### src/rtl/mem_access_unit_pkg.sv
// rtl/mem_access_unit_pkg.sv - shared constants and FSM state encoding for the data-memory initiator
package mem_access_unit_pkg;

   localparam int DATA_W     = 64;
   localparam int DMEM_DEPTH = 32;

   typedef enum logic [2:0] {
      ST_IDLE    = 3'd0,
      ST_RD      = 3'd1,
      ST_RD_WAIT = 3'd2,
      ST_WR      = 3'd3,
      ST_RESP    = 3'd4
   } state_t;

endpackage

### src/rtl/mem_access_unit_sat_counter.sv
// rtl/mem_access_unit_sat_counter.sv - saturating event counter
module sat_counter #(
   parameter int CNT_W = 32
) (
   input  logic             clk,
   input  logic             rst_n,
   input  logic             inc,
   output logic [CNT_W-1:0] count
);

   // count up on inc, sticking at all-ones instead of wrapping
   always_ff @(posedge clk or negedge rst_n) begin
      if (!rst_n) begin
         count <= '0;
      end else if (inc && (count != {CNT_W{1'b1}})) begin
         count <= count + CNT_W'(1);
      end
   end

endmodule

### src/rtl/mem_access_unit.sv
// rtl/mem_access_unit.sv - load/store initiator for the 64-bit data memory
module mem_access_unit
   import mem_access_unit_pkg::*;
#(
   parameter int WORD  = DATA_W,
   parameter int DEPTH = DMEM_DEPTH,
   parameter int CNT_W = 32
) (
   input  logic             clk,
   input  logic             rst_n,
   input  logic             req_valid,
   output logic             req_ready,
   input  logic             req_write,
   input  logic [WORD-1:0]  req_addr,
   input  logic [WORD-1:0]  req_wdata,
   output logic             rsp_valid,
   input  logic             rsp_ready,
   output logic [WORD-1:0]  rsp_rdata,
   output logic             rsp_err,
   output logic             mem_read,
   output logic             mem_write,
   output logic [WORD-1:0]  mem_addr,
   output logic [WORD-1:0]  mem_wdata,
   input  logic [WORD-1:0]  mem_rdata,
   output logic [CNT_W-1:0] n_loads,
   output logic [CNT_W-1:0] n_stores
);

   state_t            state, state_n;
   logic              mem_read_n, mem_write_n;
   logic [WORD-1:0]   mem_addr_n, mem_wdata_n;
   logic              rsp_valid_n, rsp_err_n;
   logic [WORD-1:0]   rsp_rdata_n;
   logic              load_inc, store_inc;
   logic              req_bad;

   // misaligned or beyond the last word: rejected without touching memory
   assign req_bad   = (req_addr[2:0] != 3'b000) || ((req_addr >> 3) >= WORD'(DEPTH));
   assign req_ready = (state == ST_IDLE);

   // next state and next values of every registered output;
   // mem_addr/mem_wdata double as the latched request registers
   always_comb begin
      state_n     = state;
      mem_read_n  = 1'b0;
      mem_write_n = 1'b0;
      mem_addr_n  = mem_addr;
      mem_wdata_n = mem_wdata;
      rsp_valid_n = rsp_valid;
      rsp_err_n   = rsp_err;
      rsp_rdata_n = rsp_rdata;
      load_inc    = 1'b0;
      store_inc   = 1'b0;
      case (state)
         ST_IDLE: begin
            if (req_valid) begin
               if (req_bad) begin
                  rsp_err_n   = 1'b1;
                  rsp_rdata_n = '0;
                  rsp_valid_n = 1'b1;
                  state_n     = ST_RESP;
               end else if (req_write) begin
                  mem_write_n = 1'b1;
                  mem_addr_n  = req_addr;
                  mem_wdata_n = req_wdata;
                  state_n     = ST_WR;
               end else begin
                  mem_read_n  = 1'b1;
                  mem_addr_n  = req_addr;
                  state_n     = ST_RD;
               end
            end
         end
         ST_RD: begin
            // keep MemRead up through RD_WAIT so the memory drives data, not Z
            mem_read_n = 1'b1;
            state_n    = ST_RD_WAIT;
         end
         ST_RD_WAIT: begin
            rsp_rdata_n = mem_rdata;
            rsp_valid_n = 1'b1;
            load_inc    = 1'b1;
            state_n     = ST_RESP;
         end
         ST_WR: begin
            rsp_rdata_n = '0;
            rsp_valid_n = 1'b1;
            store_inc   = 1'b1;
            state_n     = ST_RESP;
         end
         ST_RESP: begin
            if (rsp_ready) begin
               rsp_valid_n = 1'b0;
               rsp_err_n   = 1'b0;
               state_n     = ST_IDLE;
            end
         end
         default: state_n = ST_IDLE;
      endcase
   end

   // state and registered outputs; reset drops any strobe and discards the response
   always_ff @(posedge clk or negedge rst_n) begin
      if (!rst_n) begin
         state     <= ST_IDLE;
         mem_read  <= 1'b0;
         mem_write <= 1'b0;
         mem_addr  <= '0;
         mem_wdata <= '0;
         rsp_valid <= 1'b0;
         rsp_err   <= 1'b0;
         rsp_rdata <= '0;
      end else begin
         state     <= state_n;
         mem_read  <= mem_read_n;
         mem_write <= mem_write_n;
         mem_addr  <= mem_addr_n;
         mem_wdata <= mem_wdata_n;
         rsp_valid <= rsp_valid_n;
         rsp_err   <= rsp_err_n;
         rsp_rdata <= rsp_rdata_n;
      end
   end

   sat_counter #(.CNT_W(CNT_W)) u_load_cnt (
      .clk   (clk),
      .rst_n (rst_n),
      .inc   (load_inc),
      .count (n_loads)
   );

   sat_counter #(.CNT_W(CNT_W)) u_store_cnt (
      .clk   (clk),
      .rst_n (rst_n),
      .inc   (store_inc),
      .count (n_stores)
   );

endmodule

### config.mk
export PLATFORM = sky130hd
export DESIGN_NAME = mem_access_unit
export DESIGN_NICKNAME = d
export VERILOG_FILES = /design/src/rtl/mem_access_unit_pkg.sv /design/src/rtl/mem_access_unit_sat_counter.sv /design/src/rtl/mem_access_unit.sv
export SDC_FILE = /design/constraint.sdc
export NUM_CORES = 1
export LEC_CHECK = 0
export CORE_AREA = 2 2 180 182
export CTS_CLUSTER_SIZE = 14
export DETAILED_ROUTE_END_ITERATION = 16
export DIE_AREA = 0 0 182 184
export PLACE_DENSITY = 0.74
export SLEW_MARGIN = 0
export SYNTH_ARGS = -nofsm -noshare
export SYNTH_HDL_FRONTEND = slang
export SYNTH_SLANG_ARGS = --single-unit
### constraint.sdc
create_clock -name clk -period 4.35 [get_ports clk]
set_input_delay 0.87 -clock clk [delete_from_list [all_inputs] [get_ports clk]]
set_output_delay 0.87 -clock clk [all_outputs]
set_load 0.02 [all_outputs]
==> results of run 1 <==
[registers in the layout (all words and copies together), names as in the netlist]
name	flops
rsp_valid	1
rsp_rdata	64
mem_wdata	64
rsp_err	1
u_load_cnt.count	32
mem_write	1
state	3
u_store_cnt.count	32
mem_read	1
mem_addr	64
[cell families after synthesis]
kind of cell / after synthesis
simple gates: 250
compound gates: 74
mux: 71
flops: 263
xor+xnor: 62
buf+inv: 45
fa+ha+maj: 2
[routing by layer]
layer / track usage, % / up-vias
li1: - / 3665
met1: 22.3 / 4004
met2: 31.6 / 330
met3: 4.99 / 52
met4: 5.45 / 0
met5: 0 / -
[power groups by stage]
stage / clock (W) / sequential [W] / combinational (W)
global placement: 0 / 0.00250 / 0.000299
finish: 0.00253 / 0.00246 / 0.000299
global route: 0.00270 / 0.00246 / 0.000324
floorplan: 0 / 0.00251 / 0.0000377
detailed placement: 0 / 0.00250 / 0.000302
CTS: 0.00260 / 0.00246 / 0.000305
[critical path, stage by stage]
cell and delay [ns]:
sky130_fd_sc_hd__clkdlybuf4s50_1 0.51, sky130_fd_sc_hd__nor4_1 0.35, sky130_fd_sc_hd__nand4_1 0.26, sky130_fd_sc_hd__nor4_2 0.46
sky130_fd_sc_hd__or3_2 0.54, sky130_fd_sc_hd__buf_12 0.29, sky130_fd_sc_hd__a22o_1 0.19
[layout by cell type (no fill, tap or decap), types with 5 or more instances in the layout]
cell                              count
sky130_fd_sc_hd__xnor2_1             33
sky130_fd_sc_hd__clkdlybuf4s50_1    456
sky130_fd_sc_hd__mux2_2              71
sky130_fd_sc_hd__nand4_1             35
sky130_fd_sc_hd__nand2_1             31
sky130_fd_sc_hd__clkbuf_16           29
sky130_fd_sc_hd__and3_1              10
sky130_fd_sc_hd__nor2_1              20
sky130_fd_sc_hd__inv_1                7
sky130_fd_sc_hd__nor3_1              24
sky130_fd_sc_hd__nor4_1              21
sky130_fd_sc_hd__clkbuf_8             8
sky130_fd_sc_hd__dfrtp_1            263
sky130_fd_sc_hd__buf_4                5
sky130_fd_sc_hd__nand3_1             29
sky130_fd_sc_hd__xor2_1              29
sky130_fd_sc_hd__and2_1              60
sky130_fd_sc_hd__a22o_1              64
sky130_fd_sc_hd__and4_1               7
[per-stage QoR]
step	cell area, um^2	worst slack [ns]	hold slack [ns]	utilization, %	total power (W)
2_1_floorplan	10200	1.87	0.519	-	0.00254
3_3_place_gp	15300	0.800	0.462	48.6	0.00280
3_5_place_dp	15300	0.768	0.470	48.6	0.00281
4_1_cts	16300	1.30	0.178	51.8	0.00536
5_1_grt	16300	1.08	0.189	51.8	0.00548
6_report	16300	1.33	0.203	51.8	0.00529
[cell type report]
type / count / area [um^2] / area share, %
Multi-Input combinational cell: 459 / 3470 / 21.4
Sequential cell: 263 / 6580 / 40.5
Tap cell: 402 / 503 / 3.10
Inverter: 7 / 26.3 / 0.162
Clock buffer: 41 / 851 / 5.24
Clock inverter: 11 / 143 / 0.878
Timing Repair Buffer: 465 / 4680 / 28.8
[final timing paths]
path / end / slack (ns) / depth (start not counted)
max: rsp_rdata[24]$_DFFE_PN0P_ / 1.33 / 7
min: mem_wdata[13]$_DFFE_PN0P_ / 0.20 / 1
max reg2reg: u_store_cnt.count[1]$_DFFE_PN0P_ / 1.80 / 6
min reg2reg: mem_addr[9]$_DFFE_PN0P_ / 0.48 / 1
max in group asynchronous: u_store_cnt.count[18]$_DFFE_PN0P_ / 3.19 / 2
min in group clk: mem_addr[9]$_DFFE_PN0P_ / 0.48 / 1
==> flow_summary.rst, run 1 <==
.. list-table::
   :header-rows: 1

   * - Metric
     - Value
   * - Run status
     - finished, final reports clean
   * - Setup crit start kind
     - input port
   * - Non-filler cells, final
     - 1648
   * - Global route overflow
     - 0
   * - Slew @ Worst Pin
     - 1.13 ns
   * - Critical Path Start
     - req_addr[15]
   * - Category of the critical setup timing path
     - in2reg
   * - Number of gates resized after cts
     - 0
   * - Finish-stage setup viols
     - 0
   * - Layout cells sized above 1
     - 11.2%
   * - Number of detailed-routing iterations run before antenna repair
     - 5
   * - Core region area
     - 0.0314 mm^2
   * - Leading cell type by number of instances after synthesis
     - sky130_fd_sc_hd__dfrtp_1
   * - Top flip-flop cell by instance count after synthesis
     - sky130_fd_sc_hd__dfrtp_1
   * - Total internal power
     - 0.00417 W
   * - Clock slew at reported path FFs
     - 0.06 ns
   * - Number of top-level pins
     - 458
   * - Post-Syn Area per Cell
     - 13.3 um^2
   * - Synthesis warning total
     - 0
   * - Number of pins with negative max-slew slack in the final report
     - 0
   * - Post-CTS repair timing setup buffer count
     - 0
   * - Period utilisation layout
     - 69.3%
   * - Post-synth EDFFs
     - 0
   * - DRC Markers
     - 0
   * - RD Place Congestion
     - 0.805
   * - Synth unique cells
     - 37
   * - Sink Count
     - 263
   * - Worst skew pair latency
     - 0.54 ns
   * - Met2 layer wire length in the routed design
     - 15700 um
   * - Simple-gate share of the synthesized area
     - 13.8%
   * - Worst setup EP type
     - flop
   * - Power share of the clock group
     - 47.9%
   * - MaxCap Viol Count
     - 0
   * - Share of total power consumed by net switching
     - 21.2%
   * - Combinational family with the most area after synthesis
     - simple AND/OR/NAND/NOR gates
   * - Yosys reg bits
     - 263
   * - Library cell with the largest summed area after synthesis
     - sky130_fd_sc_hd__dfrtp_1
   * - CTS tree
     - yes
   * - Filler cells
     - 2702
   * - Async set or reset register ratio after synthesis
     - 100%
   * - Highest routing layer actually used
     - met4
   * - Routed vias
     - 8051
   * - Sequential share of power
     - 46.5%
   * - Net count after synthesis
     - 966
   * - Number of placed cells counting well taps
     - 1596
   * - Met3 Wirelength
     - 2460 um
   * - PD cells
     - 325 mW/mm^2
   * - Sum of negative setup slack
     - 0 ns
   * - Detailed-routing wirelength on met1
     - 12600 um
   * - Post-CTS Hold Fix Bufs
     - 0
   * - Inserted Diodes
     - 0
   * - Setup Skew
     - 0.00616 ns
   * - First-pass GRT wire length
     - 48400 um
   * - Post-synthesis instance area
     - 0.0102 mm^2
   * - Hold Crit Class
     - in2async
   * - Area share of xor/xnor cells in the synthesized design
     - 5.31%
   * - Routed WL per cell
     - 19.2 um
   * - Sequential fraction of the synthesis area
     - 64.3%
   * - Post-synthesis share of cell area spent on full adders, half adders and majority gates
     - 0.245%
   * - Hold violation count in the final report
     - 0
   * - Placed wire-length estimate after detailed placement
     - 22900 um
   * - Layout overhead on the synthesized area
     - 58.9%
   * - Initial DRC Count
     - 329
   * - Max-Slew Margin vs Limit
     - 24.3%
   * - DRT Wirelength
     - 31700 um
   * - Share of cell area taken by muxes after synthesis
     - 7.82%
   * - Final Net Count
     - 1424
   * - Standard-cell row count
     - 65
   * - Via count of the first global-routing pass
     - 8418
   * - Synth Area in Compound Gates
     - 6.53%
   * - Leakage power figure
     - 7.28 nW
   * - Buffers on Ports
     - 457
   * - Dominant cells by area after synthesis
     - sky130_fd_sc_hd__dfrtp_1 64%, sky130_fd_sc_hd__mux2_2 7.8%, sky130_fd_sc_hd__a22o_1 5.5%, sky130_fd_sc_hd__and2_1 3.7%, sky130_fd_sc_hd__xnor2_1 2.8%
   * - Horizontal die dimension
     - 182 um
   * - Overall routing resource usage
     - 18.3%
   * - Arrival time at the worst endpoint
     - 3.49 ns
   * - Clk buf depth
     - 3
   * - RSZ-0062 raised after global routing
     - no
   * - Number of antenna violations at the first check in global routing
     - 0
   * - Number of buffers created by CTS
     - 29
   * - Initial core utilization
     - 32.6%
   * - Launching point of the worst reg2reg path
     - u_store_cnt.count[0]$_DFFE_PN0P_
   * - DIE AREA
     - 0.0335 mm^2
   * - Tmin final
     - 3.02 ns
   * - Maximum number of pins on one net before global-route repair
     - 116
   * - Share of the synthesized area in the top cell type
     - 64.3%
   * - Logic gate share of total power
     - 5.6%
   * - Total number of H-tree levels
     - 1
   * - Commonest cells in the netlist
     - 263 x sky130_fd_sc_hd__dfrtp_1, 71 x sky130_fd_sc_hd__mux2_2, 64 x sky130_fd_sc_hd__a22o_1
   * - Die height
     - 184 um
   * - Mapped Cells
     - 767
   * - Crit path required time
     - 4.82 ns
   * - Maximum fanout count along the critical path
     - 44
   * - Cell chosen for the clock root
     - sky130_fd_sc_hd__clkbuf_16
   * - Via-to-Cell Ratio
     - 4.89
   * - Switch Pwr
     - 0.00112 W
   * - Number of nets still failing antenna checks after routing
     - 0
   * - Worst voltage drop across the vdd grid
     - 0.000284 V
   * - Maximum clock rate
     - 332 MHz
(Power assumes the default switching activity.)
==> run 2, diff against run 1 <==
==> constraint.sdc (replaced) <==
create_clock -name clk -period 3.12 [get_ports clk]
set_input_delay 0.624 -clock clk [delete_from_list [all_inputs] [get_ports clk]]
set_output_delay 0.624 -clock clk [all_outputs]
set_load 0.02 [all_outputs]
==> run 2 against run 1 <==
- non-clock buffer count rose by 4
- sequential power grew 39%
- utilization increased by 0.49 points
- worst setup slack lost 0.84 ns
- wire length shrank 1.7%
- via count barely moved
- sequential cell count is the same
- design area up 0.95%
- cell count increased by 0.30%
- global-route usage is 0.37 points lower
- power grew 45%
==> flow_summary.rst, run 2 (synthesized netlist as in run 1, its figures left out) <==
.. list-table::
   :header-rows: 1

   * - Metric
     - Value
   * - Worst Hold Slack
     - 0.0670 ns
   * - Buffers on Ports
     - 457
   * - Launching point of the worst reg2reg path
     - u_store_cnt.count[0]$_DFFE_PN0P_
   * - DIE AREA
     - 0.0335 mm^2
   * - Setup crit start kind
     - flop
   * - CTS tree
     - yes
   * - Number of pins with negative max-slew slack in the final report
     - 0
   * - Largest registers ranked by flip-flop count
     - mem_addr: 64 flops, mem_wdata: 64 flops, rsp_rdata: 64 flops
   * - PD cells
     - 466 mW/mm^2
   * - Max stage delay cell, worst path
     - sky130_fd_sc_hd__clkdlybuf4s50_1
   * - Post-CTS Hold Fix Bufs
     - 0
   * - Hold Crit Class
     - in2async
   * - Capturing point of the worst reg2reg path
     - u_store_cnt.count[1]$_DFFE_PN0P_
   * - Overall routing resource usage
     - 17.9%
   * - Number of buffers created by CTS
     - 29
   * - Initial DRC Count
     - 277
   * - Max-Slew Margin vs Limit
     - 24.7%
   * - Tmin final
     - 2.62 ns
   * - RSZ-0062 raised after global routing
     - no
   * - Sum of negative setup slack
     - 0 ns
   * - Via count of the first global-routing pass
     - 8270
   * - Global route overflow
     - 0
   * - Period utilisation layout
     - 84.0%
   * - Worst setup EP type
     - primary output
   * - Category of the critical setup timing path
     - reg2out
   * - Cell chosen for the clock root
     - sky130_fd_sc_hd__clkbuf_16
   * - Via-to-Cell Ratio
     - 4.87
   * - Run status
     - finished, final reports clean
   * - Hold violation count in the final report
     - 0
   * - Worst skew pair latency
     - 0.54 ns
   * - Die height
     - 184 um
   * - Cell family with the largest share of critical-path delay
     - buffers and inverters
   * - Number of detailed-routing iterations run before antenna repair
     - 4
   * - Most common cell after layout, fill and taps aside
     - sky130_fd_sc_hd__clkdlybuf4s50_1
   * - Critical Path Start
     - state[2]$_DFFE_PN0P_
   * - Layout overhead on the synthesized area
     - 60.4%
   * - Finish-stage setup viols
     - 0
   * - Number of nets still failing antenna checks after routing
     - 0
   * - Total area of sequential cells
     - 0.00658 mm^2
   * - Worst voltage drop across the vdd grid
     - 0.000403 V
   * - Routed WL per cell
     - 18.8 um
   * - Slew @ Worst Pin
     - 1.12 ns
   * - Crit path largest cell delay
     - 0.67 ns
   * - Horizontal die dimension
     - 182 um
   * - Number of top-level pins
     - 458
   * - Number of antenna violations at the first check in global routing
     - 0
   * - Maximum fanout count along the critical path
     - 11
   * - Number of gates resized after cts
     - 0
   * - Final Net Count
     - 1428
   * - Core region area
     - 0.0314 mm^2
   * - Layout cells sized above 1
     - 11.7%
   * - First-pass GRT wire length
     - 47800 um
   * - Initial core utilization
     - 32.6%
   * - Highest-count cells in the layout ignoring fill and taps
     - 456 x sky130_fd_sc_hd__clkdlybuf4s50_1, 263 x sky130_fd_sc_hd__dfrtp_1, 71 x sky130_fd_sc_hd__mux2_2
   * - DRC Markers
     - 0
   * - Setup Skew
     - 0.0123 ns
   * - Combined area of the multi-input logic cells
     - 0.00347 mm^2
   * - Crit path required time
     - 2.50 ns
   * - Leakage power figure
     - 7.36 nW
   * - Register-to-register setup slack
     - 0.58 ns
   * - Area of all placed cells without fillers
     - 0.0164 mm^2
   * - Post-CTS repair timing setup buffer count
     - 0
   * - Total number of H-tree levels
     - 1
   * - Total cell area at the placement stage
     - 0.0153 mm^2
   * - Routed vias
     - 8049
   * - Standard-cell row count
     - 65
   * - Filler cells
     - 2698
   * - Placed wire-length estimate after detailed placement
     - 22700 um
   * - Clock slew at reported path FFs
     - 0.06 ns
   * - Inserted Diodes
     - 0
   * - Arrival time at the worst endpoint
     - 2.00 ns
   * - Clk buf depth
     - 3
   * - Cell depth of the worst flop-to-flop path
     - 6
   * - Cell-by-cell listing of the critical path
     - nor3_1 -> clkdlybuf4s50_1
   * - Sink Count
     - 263
   * - Maximum number of pins on one net before global-route repair
     - 79
   * - RD Place Congestion
     - 0.806
   * - Maximum clock rate
     - 381 MHz
   * - Critical path buffers and inverters
     - 1
   * - MaxCap Viol Count
     - 0
   * - DRT Wirelength
     - 31200 um
==> run 2: cell types whose count changed in the layout (fill, tap and decap cells not counted), sizes merged <==
cell | before | now
clkbuf | 41 | 36
clkinvlp | 2 | 1
inv | 9 | 10
buf | 9 | 13
bufinv | 3 | 7
clkinv | 4 | 6
==> run 2: metal layers <==
metal	wire length, um	track usage [%]	share of wire, %	vias up
li1	-	-	-	3661
met1	12600	22.4	40	4003
met2	15100	30.2	49	325
met3	2440	4.89	7.8	60
met4	985	5.65	3.2	0
met5	0	0	0	-
==> run 2: cell type report <==
class | instances | share of cell area, %
Clock inverter | 17 | 1.69
Clock buffer | 36 | 4.89
Inverter | 7 | 0.160
Multi-Input combinational cell | 459 | 21.2
Tap cell | 402 | 3.07
Timing Repair Buffer | 469 | 28.9
Sequential cell | 263 | 40.1
==> run 2: worst max-delay path by stage <==
| stage | endpoint | cells after the start |
|---|---|---|
| 2_1_floorplan | mem_wdata[12]$_DFFE_PN0P_ | 8 |
| 3_3_place_gp | mem_wdata[34]$_DFFE_PN0P_ | 8 |
| 3_5_place_dp | mem_wdata[43]$_DFFE_PN0P_ | 9 |
| 4_1_cts | req_ready | 2 |
| 5_1_grt | req_ready | 2 |
| 6_report | req_ready | 2 |
==> run 2: stage by stage <==
| stage | utilization [%] | worst slack, ns | power, W | cells |
|---|---|---|---|---|
| 2_1_floorplan | - | 0.810 | 0.00355 | 767 |
| 3_3_place_gp | 48.8 | 0.0859 | 0.00391 | 1600 |
| 3_5_place_dp | 48.8 | 0.0161 | 0.00391 | 1600 |
| 4_1_cts | 52.3 | 0.437 | 0.00777 | 1653 |
| 5_1_grt | 52.3 | 0.395 | 0.00793 | 1653 |
| 6_report | 52.3 | 0.499 | 0.00765 | 1653 |
==> run 2: report_power, final <==
group          switching, W  total (W)  internal [W]
clock network       0.00140    0.00381       0.00240
logic              0.000162   0.000414      0.000253
registers        0.00000919    0.00343       0.00342
